[config.mk]
export PLATFORM = sky130hd
export DESIGN_NAME = branch_predictor_flat
export DESIGN_NICKNAME = d
export VERILOG_FILES = /design/src/rtl/branch_predictor_if.sv /design/src/rtl/branch_predictor.sv /design/src/flat_wrapper.sv
export SDC_FILE = /design/constraint.sdc
export NUM_CORES = 1
export LEC_CHECK = 0
export BUFFER_PORTS_ARGS = -buffer_cell sky130_fd_sc_hd__buf_2
export CAP_MARGIN = 20
export CORE_UTILIZATION = 30
export DETAILED_ROUTE_END_ITERATION = 7
export PLACE_DENSITY = 0.42
export SYNTH_ARGS = -nofsm -noshare
export SYNTH_HDL_FRONTEND = slang
export SYNTH_SLANG_ARGS = --single-unit
[constraint.sdc]
create_clock -name clk -period 26.6 [get_ports clk]
set_input_delay 3.99 -clock clk [delete_from_list [all_inputs] [get_ports clk]]
set_output_delay 3.99 -clock clk [all_outputs]
set_load 0.01 [all_outputs]
[src/rtl/branch_predictor_if.sv]
// Fetch/decode/resolve signal bundle between the MIPS pipeline and the branch predictor.
// master = pipeline side, slave = predictor side.
interface branch_predictor_if;
    logic [31:0] pcF;
    logic        stallD;
    logic        flushD;
    logic        pred_takeF;
    logic        pred_takeD;
    logic        update_en;
    logic [31:0] update_pc;
    logic        update_take;
    logic        update_pred;
    logic        mispredict;

    modport master (
        output pcF, stallD, flushD,
        output update_en, update_pc, update_take, update_pred,
        input  pred_takeF, pred_takeD, mispredict
    );

    modport slave (
        input  pcF, stallD, flushD,
        input  update_en, update_pc, update_take, update_pred,
        output pred_takeF, pred_takeD, mispredict
    );
endinterface

[src/rtl/branch_predictor.sv]
// Bimodal/gshare predictor with a flop-based table of 2-bit saturating counters.
// Define BP_STATS_EN to build the saturating misprediction counter on mispredict_cnt.
module branch_predictor #(
    parameter int PHT_DEPTH = 256,
    parameter int IDX_LSB   = 2,
    parameter int MODE      = 1,
    parameter int GHR_BITS  = 8
) (
    input  logic                clk,
    input  logic                rst,
    branch_predictor_if.slave   bp,
    output logic [GHR_BITS-1:0] ghr,
    output logic [31:0]         mispredict_cnt
);
    localparam int W = $clog2(PHT_DEPTH);

    generate
        if (PHT_DEPTH < 4 || PHT_DEPTH > 4096 || (1 << W) != PHT_DEPTH)
            $error("branch_predictor: PHT_DEPTH must be a power of two in 4..4096");
        if (MODE != 0 && MODE != 1)
            $error("branch_predictor: MODE must be 0 or 1");
        if (GHR_BITS < 1 || GHR_BITS > W)
            $error("branch_predictor: GHR_BITS must be in 1..log2(PHT_DEPTH)");
        if (IDX_LSB < 0 || IDX_LSB + W > 32)
            $error("branch_predictor: IDX_LSB + log2(PHT_DEPTH) must fit in 32 bits");
    endgenerate

    logic [1:0]   pht [PHT_DEPTH];
    logic [W-1:0] hist;
    logic [W-1:0] idx_f;
    logic [W-1:0] idx_u;
    logic [1:0]   cnt_cur;
    logic [1:0]   cnt_next;
    logic         pred_d;

    // PC bits outside the index window are intentionally ignored.
    logic unused_pc_bits;
    assign unused_pc_bits = ^{bp.pcF, bp.update_pc};

    assign hist  = (MODE != 0) ? W'(ghr) : '0;
    assign idx_f = bp.pcF[IDX_LSB +: W] ^ hist;
    assign idx_u = bp.update_pc[IDX_LSB +: W] ^ hist;

    // Lookup reads the stored table only; updates land on the edge, so no bypass.
    assign bp.pred_takeF = pht[idx_f][1];
    assign bp.mispredict = bp.update_en & (bp.update_take ^ bp.update_pred);

    assign cnt_cur = pht[idx_u];

    always_comb begin
        cnt_next = cnt_cur;
        if (bp.update_take) begin
            if (cnt_cur != 2'b11)
                cnt_next = cnt_cur + 2'b01;
        end else begin
            if (cnt_cur != 2'b00)
                cnt_next = cnt_cur - 2'b01;
        end
    end

    always_ff @(posedge clk or posedge rst) begin
        if (rst) begin
            for (int unsigned i = 0; i < PHT_DEPTH; i++)
                pht[i] <= 2'b01;
        end else if (bp.update_en) begin
            pht[idx_u] <= cnt_next;
        end
    end

    generate
        if (MODE != 0) begin : g_ghr
            // Truncating {ghr, take} keeps the youngest GHR_BITS outcomes for any GHR_BITS >= 1.
            always_ff @(posedge clk or posedge rst) begin
                if (rst)
                    ghr <= '0;
                else if (bp.update_en)
                    ghr <= GHR_BITS'({ghr, bp.update_take});
            end
        end else begin : g_no_ghr
            assign ghr = '0;
        end
    endgenerate

    always_ff @(posedge clk or posedge rst) begin
        if (rst)
            pred_d <= 1'b0;
        else if (bp.flushD)
            pred_d <= 1'b0;
        else if (!bp.stallD)
            pred_d <= bp.pred_takeF;
    end

    assign bp.pred_takeD = pred_d;

`ifdef BP_STATS_EN
    logic [31:0] stats_cnt;

    always_ff @(posedge clk or posedge rst) begin
        if (rst)
            stats_cnt <= '0;
        else if (bp.mispredict && stats_cnt != '1)
            stats_cnt <= stats_cnt + 32'd1;
    end

    assign mispredict_cnt = stats_cnt;
`else
    assign mispredict_cnt = '0;
`endif

endmodule

[src/flat_wrapper.sv]
// flat-port wrapper written by rule: the top's interface ports become plain ports
module branch_predictor_flat 
#(
    parameter int PHT_DEPTH = 256,
    parameter int IDX_LSB   = 2,
    parameter int MODE      = 1,
    parameter int GHR_BITS  = 8
)
  (clk, rst, ghr, mispredict_cnt, bp_pcF, bp_stallD, bp_flushD, bp_update_en, bp_update_pc, bp_update_take, bp_update_pred, bp_pred_takeF, bp_pred_takeD, bp_mispredict);
  branch_predictor_if bp_i ();
  input  logic clk;
  input  logic rst;
  output logic [GHR_BITS-1:0] ghr;
  output logic [31:0] mispredict_cnt;
  input wire logic [$bits(bp_i.pcF)-1:0] bp_pcF;
  input wire logic [$bits(bp_i.stallD)-1:0] bp_stallD;
  input wire logic [$bits(bp_i.flushD)-1:0] bp_flushD;
  input wire logic [$bits(bp_i.update_en)-1:0] bp_update_en;
  input wire logic [$bits(bp_i.update_pc)-1:0] bp_update_pc;
  input wire logic [$bits(bp_i.update_take)-1:0] bp_update_take;
  input wire logic [$bits(bp_i.update_pred)-1:0] bp_update_pred;
  output wire logic [$bits(bp_i.pred_takeF)-1:0] bp_pred_takeF;
  output wire logic [$bits(bp_i.pred_takeD)-1:0] bp_pred_takeD;
  output wire logic [$bits(bp_i.mispredict)-1:0] bp_mispredict;
  assign bp_i.pcF = bp_pcF;
  assign bp_i.stallD = bp_stallD;
  assign bp_i.flushD = bp_flushD;
  assign bp_i.update_en = bp_update_en;
  assign bp_i.update_pc = bp_update_pc;
  assign bp_i.update_take = bp_update_take;
  assign bp_i.update_pred = bp_update_pred;
  assign bp_pred_takeF = bp_i.pred_takeF;
  assign bp_pred_takeD = bp_i.pred_takeD;
  assign bp_mispredict = bp_i.mispredict;
  branch_predictor #(.PHT_DEPTH(PHT_DEPTH), .IDX_LSB(IDX_LSB), .MODE(MODE), .GHR_BITS(GHR_BITS)) u_core (.clk(clk), .rst(rst), .bp(bp_i), .ghr(ghr), .mispredict_cnt(mispredict_cnt));
endmodule
# Word-level counts from Yosys, hierarchy flattened
# Cells that the tools add are included.
[word_totals]
rom_bits = 0
n_memories = 0
output_inout_bits = 43
ram_bits = 0
regBits = 521
latchBits = 0
[classes]
div_mod_pow = 0
addsub = 2
mux = 14
n_bitwise = 6
n_eq_ne = 2
magnitude_cmp = 3
multipliers = 0
shifts = 0
reduce_logical = 2
[op_table]
columns = ["cell", "n"]
rows = [
  ["512-bit bitwise mux", 1],
  ["2-bit binary-select mux with 8-bit select", 2],
  ["9-bit greater-or-equal comparator, second input constant", 2],
  ["8-bit inverter with 9-bit output", 2],
  ["2-bit demux with 8-bit select", 1],
  ["2-bit 2-to-1 mux", 8],
  ["8-bit bitwise XOR", 2],
  ["9-bit by 1-bit < comparator with 1-bit output, second input constant", 1],
  ["2-bit by 1-bit adder with 2-bit output, second input constant", 1],
  ["1-bit 2-to-1 mux", 2],
  ["2-bit by 1-bit != test with 1-bit output, second input constant", 1],
  ["2-bit != test, second input constant", 1],
  ["2-bit nonzero test", 1],
  ["2-bit by 1-bit subtractor with 2-bit output, second input constant", 1],
  ["1-bit bitwise AND", 1],
  ["1-bit logical AND", 1],
  ["1-bit bitwise XOR", 1],
]

# Longest topological paths before layout
[depth]
word_depth = 9
mapped_depth = 15

# Least setup slack after synthesis
# OpenSTA, ideal clock, no wires.
[synth_path]
path_type = "input to output"
startpoint = "input bp_pcF[2]"
endpoint = "output bp_pred_takeF"
n_path_buf = 2
path_stages = 9
setup_slack_ns = 16.186
arrival_time_ns = 6.424
cell_sequence = "xor2_2 > buf_2 > buf_2 > mux4_2 > a221oi_1 > o22ai_1 > o21ai_0 > o211a_1 > nor2_1"
[synth_between]
elab_chain_len = 5
[synth_lines]
columns = ["element", "line_no", "rtl"]
rows = [
  ["start: declaration", "flat_wrapper.sv:15", "input wire logic [$bits(bp_i.pcF)-1:0] bp_pcF;"],
  ["8-bit bitwise XOR", "branch_predictor.sv:41", "assign idx_f = bp.pcF[IDX_LSB +: W] ^ hist;"],
  ["8-bit inverter with 9-bit output (not written as such)", "branch_predictor.sv:45", "assign bp.pred_takeF = pht[idx_f][1];"],
  ["2-bit binary-select mux with 8-bit select", "branch_predictor.sv:45", ""],
  ["2-bit 2-to-1 mux (not written as such) (2 in series)", "branch_predictor.sv:45", ""],
  ["end: declaration", "flat_wrapper.sv:22", "output wire logic [$bits(bp_i.pred_takeF)-1:0] bp_pred_takeF;"],
]
# Every way passes these cells. The select of a mux whose other input is x is not followed.

# Worst setup path after layout
[layout_path]
startpoint = "input bp_pcF[3]"
endpoint = "output bp_pred_takeF"
# Same word-level chain as after synthesis.

==> summary.txt <==
ANT nets after route = 0
Synth Area in XOR/XNOR = 0.00944
Max-slew violations = 0
Initial drt markers = 2,461
Ports = 114
Vias in the first global route = 25,767
Worst slew pin tran = 1.16 ns
Initial Util = 0.303
Mapped cell area = 0.0314 mm2
Period utilization = 0.456
Fmax = 82.5 MHz
Maximum number of pins on one net before global-route repair = 219
Peak supply drop = 0.119 mV
Setup TNS = 0 ns
Final Core Density = 0.336
Worst-path clk slew = 0.05 ns
P_leak = 12.3 nW
Synth Area in Compound Gates = 0.193
Sequential share of power = 0.329
PortBufs = 33
Post-synth EDFFs = 0
Clock Power Share = 0.261
Yosys top cell area share = 0.214
Crit Path Max Fanout = 36
Count leader, synth = nand2_1
Worst EP required = 22.61 ns
Register area share after synthesis = 0.425
Synth area leader = dfstp_2
Number of buffers created by CTS = 71
Pre-Repair DR Iteration Count = 8
Arrival time at the worst endpoint = 8.13 ns
Setup crit start kind = primary input
Adder-cell share of the synthesized area = 0
PwrDens = 107 mW/mm2
Post-cts gate resize count = 0
CTS Buffer Depth = 3
Slew margin rel. = 0.229
Syn Inst Count = 3,207
Yosys warns = 0
RSZ-0062 raised after global routing = no
Top post-synthesis cells by area = dfstp_2, dfrtp_1, mux4_2
Sw frac = 0.442
Mux contribution to synthesized area = 0.141
Share of flip-flops with an asynchronous set or reset after synthesis = 1.00
Post-Place Setup Slack = 14.57 ns
Worst-skew pair later-pin latency = 0.64 ns
Setup bufs post-CTS = 0
First-pass GRT wire length = 175 mm
Routed WL = 116 mm
Total grt overflow = 0
Area of the die = 0.106 mm2
GRT Overall Usage = 0.216
CP Class = in2out
Synth cell count leaders = nand2_1, nor3_1, o31ai_1
Clock tree sinks = 521
Hold Crit Class = reg2reg
Die Y = 326 um
Final hold viol count = 0
Die Span X = 326 um
# setup viols final = 0
Combinational family with the most area after synthesis = compound AO/OA/AOI/OAI gates
Register bit total from synthesis = 521
Root Driver = clkbuf_16
Clk_skew = 0.0274 ns
Synth Area per Inst = 9.79 um2
Maxcap violations = 0
Via count = 26,560
H-tree depth = 3
Area grow syn2layout = 11.0%
NetSw = 1.64 mW
Drt drc = 0
Crit end category = output port
GP Congestion = 0.810
Nets@finish = 3,133
Shortest period the worst path allows = 12.12 ns
Layout cells sized above 1 = 0.234
DR vias/cell = 5.90
Core Region = 0.104 mm2
DP Wirelength = 65.4 mm
Wire per inst = 25.8 um
Post-route setup slack = 14.48 ns
Combinational share of power = 0.409
Num rows = 118
Hold_buf cts = 0
Unique masters post-synth = 48
Synth Area in Simple Gates = 0.169
Post-synth top flop = dfrtp_1
Antenna violations before repair = 2
CTS tree = yes
Int Power = 2.08 mW
Status = finished clean
==> final timing paths <==
path	from	to	slack, ns	depth (start not counted)
setup / recovery	bp_pcF[3]	bp_pred_takeF	14.48	12
setup reg to reg	u_core.ghr[1]	u_core.pht[350]	19.25	12
hold reg to reg	u_core.pht[424]	u_core.pht[424]	0.47	2
max in group asynchronous	rst	u_core.pht[351]	20.84	4
min in group asynchronous	rst	u_core.pht[21]	3.52	2
hold / removal	u_core.pht[424]	u_core.pht[424]	0.47	2
==> layout by cell type (no fill, tap or decap), drive strengths merged, types with 13 or more instances in the layout <==
cell type  Yosys  final
a22oi         21     21
clkinv         0     13
xnor2         13     13
a211oi       257    257
nand2b        62     62
conb           1     32
nor3         391    391
dfstp        256    256
nor2         155    155
dfrtp        265    265
a21oi        198    198
buf          192    114
a41oi         13     13
xor2          17     17
mux4         191    191
o31ai        318    318
clkbuf       171    116
nand2        599    599
==> through the flow <==
step / total power [mW] / cell area [um2] / instances / hold WS (ns)
2_1_floorplan: 2.29 / 31500 / 3238 / 0.450
3_3_place_gp: 2.70 / 32300 / 4364 / 0.455
3_5_place_dp: 2.74 / 32400 / 4366 / 0.460
4_1_cts: 3.73 / 34800 / 4498 / 0.468
5_1_grt: 3.91 / 34800 / 4501 / 0.481
6_report: 3.72 / 34800 / 4502 / 0.466
==> metal layers <==
metal | vias to the layer above | global-route usage | wire, um | share of wire
li1 | 11791 | - | - | -
met1 | 13683 | 0.305 | 52000 | 0.45
met2 | 912 | 0.340 | 53700 | 0.46
met3 | 174 | 0.0346 | 7070 | 0.061
met4 | 0 | 0.0670 | 3200 | 0.028
met5 | - | 0 | 0 | 0
==> registers in the layout, summed over array words and instances (netlist names) <==
signal,flops
u_core.bp.pred_takeD,1
u_core.ghr,8
u_core.pht,512
==> logic make-up (layout without fill, tap and decap cells) <==
group	after synthesis	count (layout)
xor+xnor	30	30
simple gates	1226	1226
other cells	1	33
buf+inv	364	247
mux	201	201
compound gates	864	864
flops	521	521
==> area by class of cell <==
cell class	count	area, um2
Antenna cell	1	2.50
Clock buffer	116	2260
Clock inverter	16	101
Fill cell	10525	68800
Inverter	1	11.3
Multi-Input combinational cell	2353	16400
Sequential cell	521	13400
Tap cell	1380	1730
Timing Repair Buffer	114	933
==> worst max-delay path, cell delays in order <==
cell and delay, ns:
buf_2 0.12, xor2_4 0.13, buf_4 0.55, buf_4 0.75
mux4_2 0.42, a22o_1 0.28, a221oi_1 0.37, o22ai_1 0.19
nor3_1 0.74, o211a_1 0.29, nor2_1 0.06, buf_2 0.14
==> power by group through the flow <==
stage	combinational (mW)	clock [mW]	sequential, mW
6_report	1.52	0.972	1.22
5_1_grt	1.63	1.03	1.25
4_1_cts	1.51	0.999	1.22
3_5_place_dp	1.51	0	1.23
3_3_place_gp	1.48	0	1.22
2_1_floorplan	1.12	0	1.17
Note: power is estimated with default switching activity, not from simulation.
